[config.mk]
export PLATFORM = sky130hd
export DESIGN_NAME = reg_access_arbiter_flat
export DESIGN_NICKNAME = d
export VERILOG_FILES = /design/src/rtl/reg_access_arbiter_if.sv /design/src/rtl/reg_access_arbiter.sv /design/src/flat_wrapper.sv
export SDC_FILE = /design/constraint.sdc
export NUM_CORES = 1
export LEC_CHECK = 0
export ABC_CLOCK_PERIOD_IN_PS = 1700
export BUFFER_PORTS_ARGS = -buffer_cell sky130_fd_sc_hd__buf_2
export CORE_MARGIN = 2
export CORE_UTILIZATION = 35
export CTS_CLUSTER_DIAMETER = 100
export DETAILED_ROUTE_END_ITERATION = 8
export GPL_ROUTABILITY_DRIVEN = 0
export SYNTH_ARGS = -nofsm -noshare
export SYNTH_HDL_FRONTEND = slang
export SYNTH_SLANG_ARGS = --single-unit
[constraint.sdc]
create_clock -name clk -period 1.7 [get_ports clk]
set_clock_uncertainty 0.05 [all_clocks]
set_input_delay 0.34 -clock clk [delete_from_list [all_inputs] [get_ports clk]]
set_output_delay 0.34 -clock clk [all_outputs]
set_load 0.02 [all_outputs]
[src/rtl/reg_access_arbiter_if.sv]
// Requester and register-port bundle for reg_access_arbiter.
// The arbiter uses the slave view; the requesters/register model use the master view.
interface reg_access_arbiter_if #(
    parameter int ADDR_W = 7,
    parameter int DATA_W = 32
);
    logic [1:0]          req_valid;
    logic [1:0]          req_ready;
    logic [1:0]          req_write;
    logic [1:0]          req_verify;
    logic [2*ADDR_W-1:0] req_addr;
    logic [2*DATA_W-1:0] req_data;
    logic [1:0]          rsp_valid;
    logic [DATA_W-1:0]   rsp_data;
    logic                rsp_err;
    logic [1:0]          reg_enable;
    logic [ADDR_W-1:0]   reg_addr;
    logic [DATA_W-1:0]   reg_datain;
    logic [DATA_W-1:0]   reg_dataout;

    modport slave (
        input  req_valid, req_write, req_verify, req_addr, req_data, reg_dataout,
        output req_ready, rsp_valid, rsp_data, rsp_err, reg_enable, reg_addr, reg_datain
    );

    modport master (
        output req_valid, req_write, req_verify, req_addr, req_data, reg_dataout,
        input  req_ready, rsp_valid, rsp_data, rsp_err, reg_enable, reg_addr, reg_datain
    );
endinterface

[src/rtl/reg_access_arbiter.sv]
// Shares one inband register port between two requesters with round-robin
// arbitration; runs read, write or write-with-readback-verify one at a time.
module reg_access_arbiter #(
    parameter int ADDR_W = 7,
    parameter int DATA_W = 32
) (
    input  logic                clk,
    input  logic                reset,
    reg_access_arbiter_if.slave bus
);
    typedef enum logic [2:0] {
        ST_IDLE = 3'd0,
        ST_RD   = 3'd1,
        ST_WR   = 3'd2,
        ST_GAP  = 3'd3,
        ST_VRD  = 3'd4,
        ST_DONE = 3'd5
    } state_t;

    state_t              state_q, state_d;
    logic                last_grant_q, last_grant_d;
    logic                port_q, port_d;
    logic                write_q, write_d;
    logic                verify_q, verify_d;
    logic [ADDR_W-1:0]   addr_q, addr_d;
    logic [DATA_W-1:0]   data_q, data_d;
    logic [DATA_W-1:0]   rsp_data_q, rsp_data_d;
    logic                rsp_err_q, rsp_err_d;
    logic [1:0]          rsp_valid_q, rsp_valid_d;
    logic [1:0]          reg_enable_q, reg_enable_d;
    logic [ADDR_W-1:0]   reg_addr_q, reg_addr_d;
    logic [DATA_W-1:0]   reg_datain_q, reg_datain_d;
    logic                sel_s;
    logic                hs_s;

    function automatic logic [1:0] port_mask(input logic port);
        port_mask = port ? 2'b10 : 2'b01;
    endfunction

    // Round-robin selection: on contention the port not granted last wins
    always_comb begin
        sel_s = 1'b0;
        if (&bus.req_valid) begin
            sel_s = ~last_grant_q;
        end else if (bus.req_valid[1]) begin
            sel_s = 1'b1;
        end else begin
            sel_s = 1'b0;
        end
        hs_s = (state_q == ST_IDLE) && (|bus.req_valid) && !reset;
    end

    assign bus.req_ready = hs_s ? port_mask(sel_s) : 2'b00;

    // Sequencer next state, request latching and response capture
    always_comb begin
        state_d      = state_q;
        last_grant_d = last_grant_q;
        port_d       = port_q;
        write_d      = write_q;
        verify_d     = verify_q;
        addr_d       = addr_q;
        data_d       = data_q;
        rsp_data_d   = rsp_data_q;
        rsp_err_d    = rsp_err_q;
        case (state_q)
            ST_IDLE: begin
                if (hs_s) begin
                    last_grant_d = sel_s;
                    port_d       = sel_s;
                    write_d      = bus.req_write[sel_s];
                    verify_d     = bus.req_verify[sel_s];
                    addr_d       = sel_s ? bus.req_addr[2*ADDR_W-1:ADDR_W] : bus.req_addr[ADDR_W-1:0];
                    data_d       = sel_s ? bus.req_data[2*DATA_W-1:DATA_W] : bus.req_data[DATA_W-1:0];
                    state_d      = bus.req_write[sel_s] ? ST_WR : ST_RD;
                end else begin
                    state_d = ST_IDLE;
                end
            end
            ST_RD: begin
                rsp_data_d = bus.reg_dataout;
                rsp_err_d  = 1'b0;
                state_d    = ST_DONE;
            end
            ST_WR: begin
                if (verify_q) begin
                    state_d = ST_GAP;
                end else begin
                    rsp_data_d = {DATA_W{1'b0}};
                    rsp_err_d  = 1'b0;
                    state_d    = ST_DONE;
                end
            end
            ST_GAP: begin
                state_d = ST_VRD;
            end
            ST_VRD: begin
                rsp_data_d = bus.reg_dataout;
                rsp_err_d  = (bus.reg_dataout != data_q);
                state_d    = ST_DONE;
            end
            ST_DONE: begin
                state_d = ST_IDLE;
            end
            default: begin
                state_d = ST_IDLE;
            end
        endcase
    end

    // Register-port and response-pulse outputs, decoded from the upcoming state
    always_comb begin
        reg_enable_d = 2'b00;
        reg_addr_d   = {ADDR_W{1'b0}};
        reg_datain_d = {DATA_W{1'b0}};
        rsp_valid_d  = 2'b00;
        case (state_d)
            ST_RD, ST_VRD: begin
                reg_enable_d = 2'b11;
                reg_addr_d   = addr_d;
            end
            ST_WR: begin
                reg_enable_d = 2'b10;
                reg_addr_d   = addr_d;
                reg_datain_d = data_d;
            end
            ST_DONE: begin
                rsp_valid_d = port_mask(port_d);
            end
            default: begin
                rsp_valid_d = 2'b00;
            end
        endcase
    end

    // State and output registers; reset abandons any transaction in flight
    always_ff @(posedge clk) begin
        if (reset) begin
            state_q      <= ST_IDLE;
            last_grant_q <= 1'b1;
            port_q       <= 1'b0;
            write_q      <= 1'b0;
            verify_q     <= 1'b0;
            addr_q       <= {ADDR_W{1'b0}};
            data_q       <= {DATA_W{1'b0}};
            rsp_data_q   <= {DATA_W{1'b0}};
            rsp_err_q    <= 1'b0;
            rsp_valid_q  <= 2'b00;
            reg_enable_q <= 2'b00;
            reg_addr_q   <= {ADDR_W{1'b0}};
            reg_datain_q <= {DATA_W{1'b0}};
        end else begin
            state_q      <= state_d;
            last_grant_q <= last_grant_d;
            port_q       <= port_d;
            write_q      <= write_d;
            verify_q     <= verify_d;
            addr_q       <= addr_d;
            data_q       <= data_d;
            rsp_data_q   <= rsp_data_d;
            rsp_err_q    <= rsp_err_d;
            rsp_valid_q  <= rsp_valid_d;
            reg_enable_q <= reg_enable_d;
            reg_addr_q   <= reg_addr_d;
            reg_datain_q <= reg_datain_d;
        end
    end

    assign bus.rsp_valid  = rsp_valid_q;
    assign bus.rsp_data   = rsp_data_q;
    assign bus.rsp_err    = rsp_err_q;
    assign bus.reg_enable = reg_enable_q;
    assign bus.reg_addr   = reg_addr_q;
    assign bus.reg_datain = reg_datain_q;

endmodule

[src/flat_wrapper.sv]
// flat-port wrapper written by rule: the top's interface ports become plain ports
module reg_access_arbiter_flat 
#(
    parameter int ADDR_W = 7,
    parameter int DATA_W = 32
)
  (clk, reset, bus_req_valid, bus_req_write, bus_req_verify, bus_req_addr, bus_req_data, bus_reg_dataout, bus_req_ready, bus_rsp_valid, bus_rsp_data, bus_rsp_err, bus_reg_enable, bus_reg_addr, bus_reg_datain);
  reg_access_arbiter_if #(.ADDR_W(ADDR_W), .DATA_W(DATA_W)) bus_i ();
  input  logic clk;
  input  logic reset;
  input wire logic [$bits(bus_i.req_valid)-1:0] bus_req_valid;
  input wire logic [$bits(bus_i.req_write)-1:0] bus_req_write;
  input wire logic [$bits(bus_i.req_verify)-1:0] bus_req_verify;
  input wire logic [$bits(bus_i.req_addr)-1:0] bus_req_addr;
  input wire logic [$bits(bus_i.req_data)-1:0] bus_req_data;
  input wire logic [$bits(bus_i.reg_dataout)-1:0] bus_reg_dataout;
  output wire logic [$bits(bus_i.req_ready)-1:0] bus_req_ready;
  output wire logic [$bits(bus_i.rsp_valid)-1:0] bus_rsp_valid;
  output wire logic [$bits(bus_i.rsp_data)-1:0] bus_rsp_data;
  output wire logic [$bits(bus_i.rsp_err)-1:0] bus_rsp_err;
  output wire logic [$bits(bus_i.reg_enable)-1:0] bus_reg_enable;
  output wire logic [$bits(bus_i.reg_addr)-1:0] bus_reg_addr;
  output wire logic [$bits(bus_i.reg_datain)-1:0] bus_reg_datain;
  assign bus_i.req_valid = bus_req_valid;
  assign bus_i.req_write = bus_req_write;
  assign bus_i.req_verify = bus_req_verify;
  assign bus_i.req_addr = bus_req_addr;
  assign bus_i.req_data = bus_req_data;
  assign bus_i.reg_dataout = bus_reg_dataout;
  assign bus_req_ready = bus_i.req_ready;
  assign bus_rsp_valid = bus_i.rsp_valid;
  assign bus_rsp_data = bus_i.rsp_data;
  assign bus_rsp_err = bus_i.rsp_err;
  assign bus_reg_enable = bus_i.reg_enable;
  assign bus_reg_addr = bus_i.reg_addr;
  assign bus_reg_datain = bus_i.reg_datain;
  reg_access_arbiter #(.ADDR_W(ADDR_W), .DATA_W(DATA_W)) u_core (.clk(clk), .reset(reset), .bus(bus_i));
endmodule
==> summary.md, run 1 <==
| Metric | Value |
|---|---|
| Status | `finished, violations left` |
| Failing checks | `setup timing` |
| Clock slew at reported path FFs | `50 ps` |
| Final net count | `810` |
| Die area | `14100 sq um` |
| Hold wc startpoint | `bus_reg_dataout[23]` |
| Vias in the first global route | `4138` |
| Sequential share of the synthesized area | `52.5%` |
| Finished Core Util | `56.3%` |
| Post-layout min period | `2090 ps` |
| Final worst-path cycle share | `123%` |
| Startpoint Class | `register` |
| Max-slew headroom | `64.5%` |
| Clk_lat worst skew | `410 ps` |
| DP HPWL | `9.45 mm` |
| CTS root buf | `clkbuf_16` |
| Post-Syn Instances | `473` |
| Via Count | `4269` |
| R2r setup slk | `-80 ps` |
| CP dominant cell by count | `or3_4` |
| IO Count | `196` |
| # DRC | `0` |
| DR vias/cell | `4.87` |
| Cell Pwr Density | `1770 nW/um^2` |
| Ranking of synthesized cells by area | `dfxtp_1 52%, nor2_1 10%, mux2i_1 8.9%` |
| Pre-CTS WS | `-52.4 ps` |
| Max Freq | `477 MHz` |
| Worst-margin pin slew | `532 ps` |
| Setup crit start | `u_core.state_q[1]` |
| Antenna Nets Post-Route | `0` |
| Die span in x | `119 um` |
| CP Data Required Time | `1310 ps` |
| Mapped cell area | `4620 sq um` |
| Num CTS Buffers | `17` |
| WL/cell | `16.1 um` |
| Unique masters post-synth | `34` |
| Setup tns final | `-2940 ps` |
| VDD IR max | `0.000720 V` |
| Row count | `41` |
| Net count after synthesis | `591` |
| Synth warnings | `0` |
| Reg2reg start | `u_core.state_q[1]` |
| Drt pass-1 iters | `4` |
| CTS max path bufs | `2` |
| Crit-path cells | `or3_4, or3_4, nor2_4, buf_6` |
| Hold Violations, Final | `0` |
| Most frequent cells in the layout | `193 x buf_2, 120 x dfxtp_1, 93 x nor2_1` |
| Share of layout cells above drive strength 1 | `49.1%` |
| Port Buf Inserts | `195` |
| GRT Util Overall | `18.4%` |
| RSZ-0062 raised after global routing | `yes` |
| Critical Path Sink Type | `primary output` |
| Critical path type | `register to primary output` |
| TritonCTS Sinks | `121` |
| Global-route wire length before repair | `20.5 mm` |
| Initial Utilization | `36.2%` |
| Largest net degree at the start of global routing | `41` |
| Starting DRT DRC Count | `217` |
| Initial antenna violation count | `0` |
| Final setup violation count | `56` |
| Crit-path max FO | `2` |
| Worst setup margin | `-395 ps` |
| Placed Cells | `828` |
| Core area | `12800 sq um` |
| Max_cap viols | `0` |
| Hold slack | `156 ps` |
| Area grow syn2layout | `55.6%` |
| Leak Pwr | `3.28 nW` |
| Non-Filler Instances | `877` |
| Wirelength, routed | `14.1 mm` |
| Syn_area_per_cell | `9.76 sq um` |
| ANT cells | `0` |
| CP arrival | `1700 ps` |
| Most common cell after layout, fill and taps aside | `buf_2` |
| H-tree depth | `4` |
| Total grt overflow | `0` |
| HP Class | `primary input to register` |
| FF+latch count, synth | `121` |
| Slowest CP cell | `or3_4` |
| Die H | `119 um` |
| CTS tree | `done` |
| Top cell type's share of synthesized area | `52.5%` |
| Final Max Slew Viols | `0` |
| Critical Path Max Stage Delay | `400 ps` |
| Cell accounting for the most synthesized area | `dfxtp_1` |
stage by stage:
step           instance area [sq um]  power, W
6_report                        7190    0.0127
5_1_grt                         7190    0.0134
3_5_place_dp                    5930   0.00825
2_1_floorplan                   4630   0.00668
3_3_place_gp                    5930   0.00815
4_1_cts                         6580    0.0120
cell usage after synthesis:
cell      count
nor2_1      127
dfxtp_1     121
nor2b_1       1
and2_1        1
nand3b_1      1
buf_2        16
xor2_1       32
o22ai_1       1
mux2i_1      41
nor4_1        8
a22oi_1      33
nor4b_1       1
a21oi_2       8
a21oi_1       3
nand4_1       2
nor3_4        1
buf_6         2
buf_12        1
and2b_1       1
or3_1         2
or3_4         1
clkbuf_1     18
o21bai_1      1
and3_1        1
nand2_1       2
a211oi_2      1
o21ai_0       2
xnor2_1       1
nor3_1        3
inv_1         1
a211oi_1     34
a21boi_0      1
o31ai_1       1
nand2b_1      3
final timing paths:
check | end | depth (start not counted)
min reg2reg | u_core.bus.rsp_valid[0] | 1
min | u_core.bus.rsp_data[23] | 3
max reg2reg | u_core.bus.reg_datain[24] | 7
max | bus_req_ready[0] | 4
logic make-up after synthesis:
logic type      after synthesis  synth area share (%)
simple gates                155                  14.4
xor+xnor                     33                  6.26
compound gates               85                  13.8
buf+inv                      38                  4.20
mux                          41                  8.89
flops                       121                  52.5
power by group:
group | switching [W] | internal, W
clock | 0.00122 | 0.00230
sequential | 0.000377 | 0.00355
combinational | 0.00295 | 0.00233
flip-flops by register name (all words and copies together) (netlist names):
register and flops:
u_core.port_q 1, u_core.verify_q 1, u_core.state_q 3, u_core.bus.rsp_valid 2
u_core.bus.rsp_data 32, u_core.bus.reg_datain 32, u_core.addr_q 7, u_core.data_q 32
u_core.bus.rsp_err 1, u_core.last_grant_q 1, u_core.bus.reg_addr 7, u_core.bus.reg_enable 2
area by class of cell:
cell class	count	area, sq um
clock buffers	24	492
clock inverters	8	92.6
fillers	1108	5590
inverters	1	3.75
multi-input cells	314	2350
flip-flops and latches	121	2420
well taps	172	215
repair buffers	237	1610
what timing repair did:
item | 4_1_cts | 5_1_grt
setup endpoints to repair | 22 | 77
hold buffers | 0 | 0
gates cloned | 1 | 10
gates resized for setup | 7 | 87
hold endpoints to repair | 0 | 0
setup buffers | 2 | 4
pin swaps | 1 | 26
per-layer routing:
| layer | vias to the layer above | wire length, um | track usage [%] |
|---|---|---|---|
| met3 | 23 | 767 | 4.36 |
| met1 | 2013 | 6100 | 23.8 |
| met2 | 146 | 6990 | 29.4 |
| li1 | 2087 | - | - |
| met5 | - | 0 | 0 |
| met4 | 0 | 279 | 7.89 |
worst max-delay path, delay by kind of cell (launching register included):
family        cells  cell delay (ps)
buf+inv           1              120
flops             1              320
simple gates      3              870
(Power assumes the default switching activity.)
==> run 2: changes to the inputs <==
Settings changed: ABC_AREA from default to 1.
==> run 2 against run 1 <==
The run still ends with setup timing left. Clock power increased by 18%. Cell count increased by 24%. Sequential power decreased by 14%. First-iteration DRC count increased by 28%. Sequential share of layout area decreased by 0.23 points. Hold slack got worse by 10 ps. Largest cell class unchanged. Highest routed layer unchanged.
==> summary.md, run 2 <==
| Metric | Value |
|---|---|
| Vias in the first global route | `4423` |
| Final setup violation count | `40` |
| Synth warnings | `0` |
| Area grow syn2layout | `49.5%` |
| Max Freq | `538 MHz` |
| Critical Path Sink Type | `primary output` |
| FF+latch count, synth | `121` |
| DP HPWL | `9.47 mm` |
| Placed Cells | `1033` |
| CTS tree | `done` |
| Crit-path max FO | `4` |
| WL/cell | `13.4 um` |
| Core area | `13400 sq um` |
| Post-Syn Instances | `670` |
| Starting DRT DRC Count | `277` |
| Max-slew headroom | `72.5%` |
| Largest net degree at the start of global routing | `83` |
| Die H | `122 um` |
| Status | `finished, violations left` |
| Failing checks | `setup timing` |
| Via Count | `4848` |
| Cell Pwr Density | `1390 nW/um^2` |
| CP arrival | `1470 ps` |
| Unique masters post-synth | `24` |
| Max_cap viols | `0` |
| CTS max path bufs | `2` |
| Number of synthesized flops with an enable pin | `0` |
| Net count after synthesis | `788` |
| Share of layout cells above drive strength 1 | `32.5%` |
| Critical Path Max Stage Delay | `330 ps` |
| H-tree depth | `4` |
| Port Buf Inserts | `195` |
| Startpoint Class | `register` |
| IO Count | `196` |
| Final Max Slew Viols | `0` |
| Die span in x | `122 um` |
| Num CTS Buffers | `17` |
| CP dominant cell by count | `nor2_4` |
| Clock slew at reported path FFs | `50 ps` |
| Hold Violations, Final | `0` |
| Global-route wire length before repair | `21.1 mm` |
| Most used DFF post-synth | `dfxtp_1` |
| TritonCTS Sinks | `121` |
| ANT cells | `0` |
| Clk_lat worst skew | `410 ps` |
| Drt pass-1 iters | `4` |
| Final net count | `1014` |
| Wirelength, routed | `14.5 mm` |
| Worst-margin pin slew | `412 ps` |
| Top cell type's share of synthesized area | `50.0%` |
| RSZ-0062 raised after global routing | `yes` |
| Crit-path cells | `nor2_4, o211ai_4, nor2_4, inv_4, nor2_8, buf_6` |
| Multi-input gate area | `2040 sq um` |
| Reg area | `2420 sq um` |
| Psw | `0.00296 W` |
| Post-layout min period | `1860 ps` |
| Most common cell after layout, fill and taps aside | `nand2_1` |
| Non-Filler Instances | `1085` |
| Fillcell total | `1287` |
| VDD IR max | `0.000686 V` |
| Worst setup margin | `-158 ps` |
| Ranking of synthesized cells by area | `dfxtp_1 50%, nand2_1 15%, a21oi_1 14%` |
| Antenna Nets Post-Route | `0` |
| Initial antenna violation count | `0` |
| CP Data Required Time | `1310 ps` |
| Initial Utilization | `36.1%` |
| Total grt overflow | `0` |
| CTS root buf | `clkbuf_16` |
| Gate power share | `25.1%` |
| GRT Util Overall | `18.6%` |
| Clock power share | `41.4%` |
| HP Class | `primary input to register` |
| Seq pwr share | `33.5%` |
| # DRC | `0` |
| Leak Pwr | `3.55 nW` |
| Internal Pwr Total | `0.00710 W` |
| Crit path max-delay family | `simple AND/OR/NAND/NOR gates` |
| Most frequent cell after synthesis | `nand2_1` |
| Buffers & Inverters on Critical Path | `2` |
| Slowest CP cell | `dfxtp_2` |
| Final worst-path cycle share | `109%` |
| Setup tns final | `-1570 ps` |
| Hold buffer count at CTS | `0` |
| Row count | `42` |
| Cell accounting for the most synthesized area | `dfxtp_1` |
| Sequential share of the synthesized area | `50.0%` |
| Die area | `14800 sq um` |
| Mapped cell area | `4840 sq um` |
| Syn_area_per_cell | `7.23 sq um` |
| Critical path type | `register to primary output` |
| DR vias/cell | `4.47` |
| Fraction of registers with async set/reset | `0%` |
| Most frequent cells in the layout | `199 x nand2_1, 193 x buf_2, 121 x a21oi_1` |
| Sw frac | `29.5%` |
| Synth cell count leaders | `200 x nand2_1, 131 x a21oi_1, 121 x dfxtp_1` |
## run 2: what timing repair did
| action | CTS | global route |
|---|---|---|
| pin swaps | 3 | 13 |
| resized for setup | 14 | 38 |
| gates cloned | 0 | 7 |
| setup endpoints to repair | 2 | 84 |
| setup buffers | 7 | 8 |
## run 2: power by group through the flow
stage / Combinational (W) / Sequential (W) / Clock [W]
after global placement: 0.00222 / 0.00342 / 0
final: 0.00252 / 0.00337 / 0.00417
after detailed placement: 0.00223 / 0.00342 / 0
after global routing: 0.00279 / 0.00342 / 0.00436
after floorplan: 0.00111 / 0.00368 / 0
after CTS: 0.00232 / 0.00337 / 0.00425
## run 2: final cells by class
| cell class | count | share of cell area (%) |
|---|---|---|
| repair buffers | 236 | 21.4 |
| clock buffers | 19 | 5.98 |
| clock inverters | 13 | 3.44 |
| inverters | 83 | 4.41 |
| flip-flops and latches | 121 | 33.5 |
| well taps | 176 | 3.04 |
| multi-input cells | 437 | 28.2 |
## run 2: routing by layer
metal | wire (um) | share of wire [%] | global-route usage (%) | vias up
li1 | - | - | - | 2537
met4 | 269 | 1.9 | 7.83 | 0
met5 | 0 | 0 | 0 | -
met2 | 6740 | 46 | 30.9 | 162
met1 | 6490 | 45 | 22.2 | 2122
met3 | 1000 | 6.9 | 5.81 | 27
## run 2: final timing paths
kind	startpoint	endpoint	slack [ps]	cells past startpoint
max	u_core.state_q[0]	bus_req_ready[1]	-160	6
min	bus_reg_dataout[17]	u_core.bus.rsp_data[17]	150	3
max reg2reg	u_core.state_q[0]	u_core.bus.reg_datain[19]	-80	11
min reg2reg	u_core.bus.rsp_data[26]	u_core.bus.rsp_data[26]	410	2
## run 2: kinds of logic (layout without fill, tap and decap cells)
family	after synthesis	in the layout	share of synthesized area, %
buf+inv	112	351	9.64
xor+xnor	14	14	2.53
flops	121	121	50.0
compound gates	139	139	14.6
simple gates	284	284	23.2
## run 2: tightest hold or removal path, delay by kind of cell
kind	cells	cell delay (ps)
simple gates	1	60
compound gates	1	60
buf+inv	1	110
## run 2: per-stage QoR
step	hold WS, ps	util [%]	setup slack (ps)	area [sq um]	total power, W
global placement	399	45.6	65.5	6110	0.00563
detailed placement	401	45.6	24.1	6110	0.00565
finish	146	54.0	-158	7240	0.0101
floorplan	392	-	185	4840	0.00479
CTS	127	51.4	-251	6890	0.00993
global route	137	54.0	-233	7240	0.0106
==> run 3: changes to the inputs <==
Settings changed: ABC_CLOCK_PERIOD_IN_PS 1700 to 1900.
Clock period 1.7 ns to 1.9 ns, I/O delays scaled along.
==> run 3 against run 2 <==
The flow still finishes with violations (setup timing). First-iteration DRC count shrank 21%. Cell count decreased by 2.1%. Combinational power shrank 22%. Critical path depth stayed put. Core utilization down 4.6 points. Die area is the same. Non-clock buffer count fell by 21. Wire length decreased by 6.3%. Total power fell by 21%. Cell area decreased by 8.4%. Largest power group is now sequential cells.
==> summary.md, run 3 (same netlist as run 2, synthesis figures left out) <==
| Metric | Value |
|---|---|
| Status | `finished, violations left` |
| Failing checks | `setup timing` |
| Slowest CP cell | `dfxtp_2` |
| Worst-margin pin slew | `406 ps` |
| CP Data Required Time | `1470 ps` |
| Clk_lat worst skew | `410 ps` |
| Hold buffer count at CTS | `0` |
| Final setup violation count | `2` |
| CTS max path bufs | `2` |
| Core area | `13400 sq um` |
| Wirelength, routed | `13.6 mm` |
| DR vias/cell | `4.49` |
| ANT cells | `0` |
| H-tree depth | `4` |
| GRT Util Overall | `18.9%` |
| Cell Pwr Density | `1200 nW/um^2` |
| Crit-path cells | `nor2_4, o211ai_2, nor2_4, inv_4, nor2_8, buf_6` |
| Initial Utilization | `36.1%` |
| Die span in x | `122 um` |
| Most common cell after layout, fill and taps aside | `nand2_1` |
| Crit path max-delay family | `simple AND/OR/NAND/NOR gates` |
| Worst Hold End | `u_core.bus.rsp_data[15]` |
| Port Buf Inserts | `195` |
| CP dominant cell by count | `nor2_4` |
| Share of layout cells above drive strength 1 | `28.2%` |
| Crit-path max FO | `4` |
| Placed Cells | `1027` |
| Row count | `42` |
| Hold slack | `185 ps` |
| Area grow syn2layout | `36.9%` |
| Initial antenna violation count | `0` |
| Non-Filler Instances | `1062` |
| IO Count | `196` |
| Most frequent cells in the layout | `200 x nand2_1, 193 x buf_2, 131 x a21oi_1` |
| Sw frac | `31.3%` |
| RSZ-0062 raised after global routing | `yes` |
| Worst R2R End | `u_core.bus.reg_datain[19]` |
| Worst setup margin | `-27.8 ps` |
| Seq pwr share | `38.1%` |
| CP arrival | `1500 ps` |
| CTS tree | `done` |
| Final worst-path cycle share | `101%` |
| DP HPWL | `9.37 mm` |
| Worst reg2reg path depth | `9` |
| Num CTS Buffers | `17` |
| Gate power share | `24.7%` |
| Die H | `122 um` |
| Clock power share | `37.2%` |
| WL/cell | `12.8 um` |
| Hold wc startpoint | `bus_reg_dataout[15]` |
| HP Class | `primary input to register` |
| Antenna Nets Post-Route | `0` |
| Reg2reg start | `u_core.state_q[0]` |
| Design area | `6630 sq um` |
| Startpoint Class | `register` |
| Hold Violations, Final | `0` |
| Pre-CTS WS | `174 ps` |
| Max Freq | `519 MHz` |
| # DRC | `0` |
| Drt pass-1 iters | `5` |
| Critical Path Sink Type | `primary output` |
| R2r setup slk | `170 ps` |
| Max_cap viols | `0` |
| Starting DRT DRC Count | `219` |
| Vias in the first global route | `4642` |
| Buffers & Inverters on Critical Path | `2` |
| Final net count | `993` |
| Critical path type | `register to primary output` |
| Post-layout min period | `1930 ps` |
| Critical Path Max Stage Delay | `340 ps` |
| Via Count | `4771` |
| Total grt overflow | `0` |
| Die area | `14800 sq um` |
| Max-slew headroom | `72.9%` |
| Largest net degree at the start of global routing | `83` |
| Leak Pwr | `3.28 nW` |
| CTS root buf | `clkbuf_16` |
| Global-route wire length before repair | `21.6 mm` |
| TritonCTS Sinks | `121` |
| Placed Area | `6040 sq um` |
| Final Max Slew Viols | `0` |
| Hold depth | `3` |
| Clock slew at reported path FFs | `50 ps` |
| VDD IR max | `0.000568 V` |
| Internal Pwr Total | `0.00545 W` |
| Psw | `0.00248 W` |
run 3: repair_timing:
action	in CTS	in global routing
setup endpoints to repair	2	4
endpoints found under the hold margin	0	0
buffers inserted	2	3
pin swaps	3	4
resized for setup	7	2
run 3: worst reg2reg max path: cells and delay by family, from the launching register on:
family	cells	cell delay [ps]
buffers and inverters	3	470
flip-flops	1	340
AO/OA/AOI/OAI	3	360
AND/OR/NAND/NOR	3	420
run 3: per-stage QoR:
stage               TNS, ps  total power (W)  util, %
CTS                    -192          0.00800     49.3
global placement          0          0.00497     45.1
detailed placement        0          0.00499     45.1
floorplan                 0          0.00429        -
finish                -40.0          0.00792     49.5
global route           -202          0.00839     49.5
run 3: power by group through the flow:
stage / Clock [W] / Sequential (W) / Combinational (W)
floorplan: 0 / 0.00329 / 0.000997
finish: 0.00295 / 0.00302 / 0.00196
CTS: 0.00302 / 0.00302 / 0.00196
detailed placement: 0 / 0.00307 / 0.00192
global placement: 0 / 0.00306 / 0.00191
global route: 0.00314 / 0.00306 / 0.00219
run 3: layout make-up:
type | count | area [sq um]
clock inverter | 3 | 40.0
sequential | 121 | 2420
multi-input combinational | 437 | 1960
tap | 176 | 220
timing repair buffer | 215 | 1170
clock buffer | 27 | 493
inverter | 83 | 319
fill | 1380 | 6770
run 3: per-layer routing:
layer | wire length (um) | up-vias | track usage, % | share of wire [%]
li1 | - | 2501 | - | -
met1 | 6070 | 2098 | 22.7 | 45
met2 | 6210 | 149 | 30.9 | 46
met3 | 1040 | 23 | 6.65 | 7.6
met4 | 279 | 0 | 7.61 | 2.1
met5 | 0 | - | 0 | 0
run 3: worst max-delay path by stage:
stage                            from                to  slack [ps]  cells past startpoint
floorplan            bus_req_valid[0]  u_core.addr_q[0]         350                      8
global placement     bus_req_valid[1]  bus_req_ready[0]         200                      6
detailed placement   bus_req_valid[1]  bus_req_ready[0]         170                      6
CTS                 u_core.state_q[2]  bus_req_ready[0]        -100                      6
global route        u_core.state_q[0]  bus_req_ready[1]        -110                      6
finish              u_core.state_q[0]  bus_req_ready[1]         -30                      6
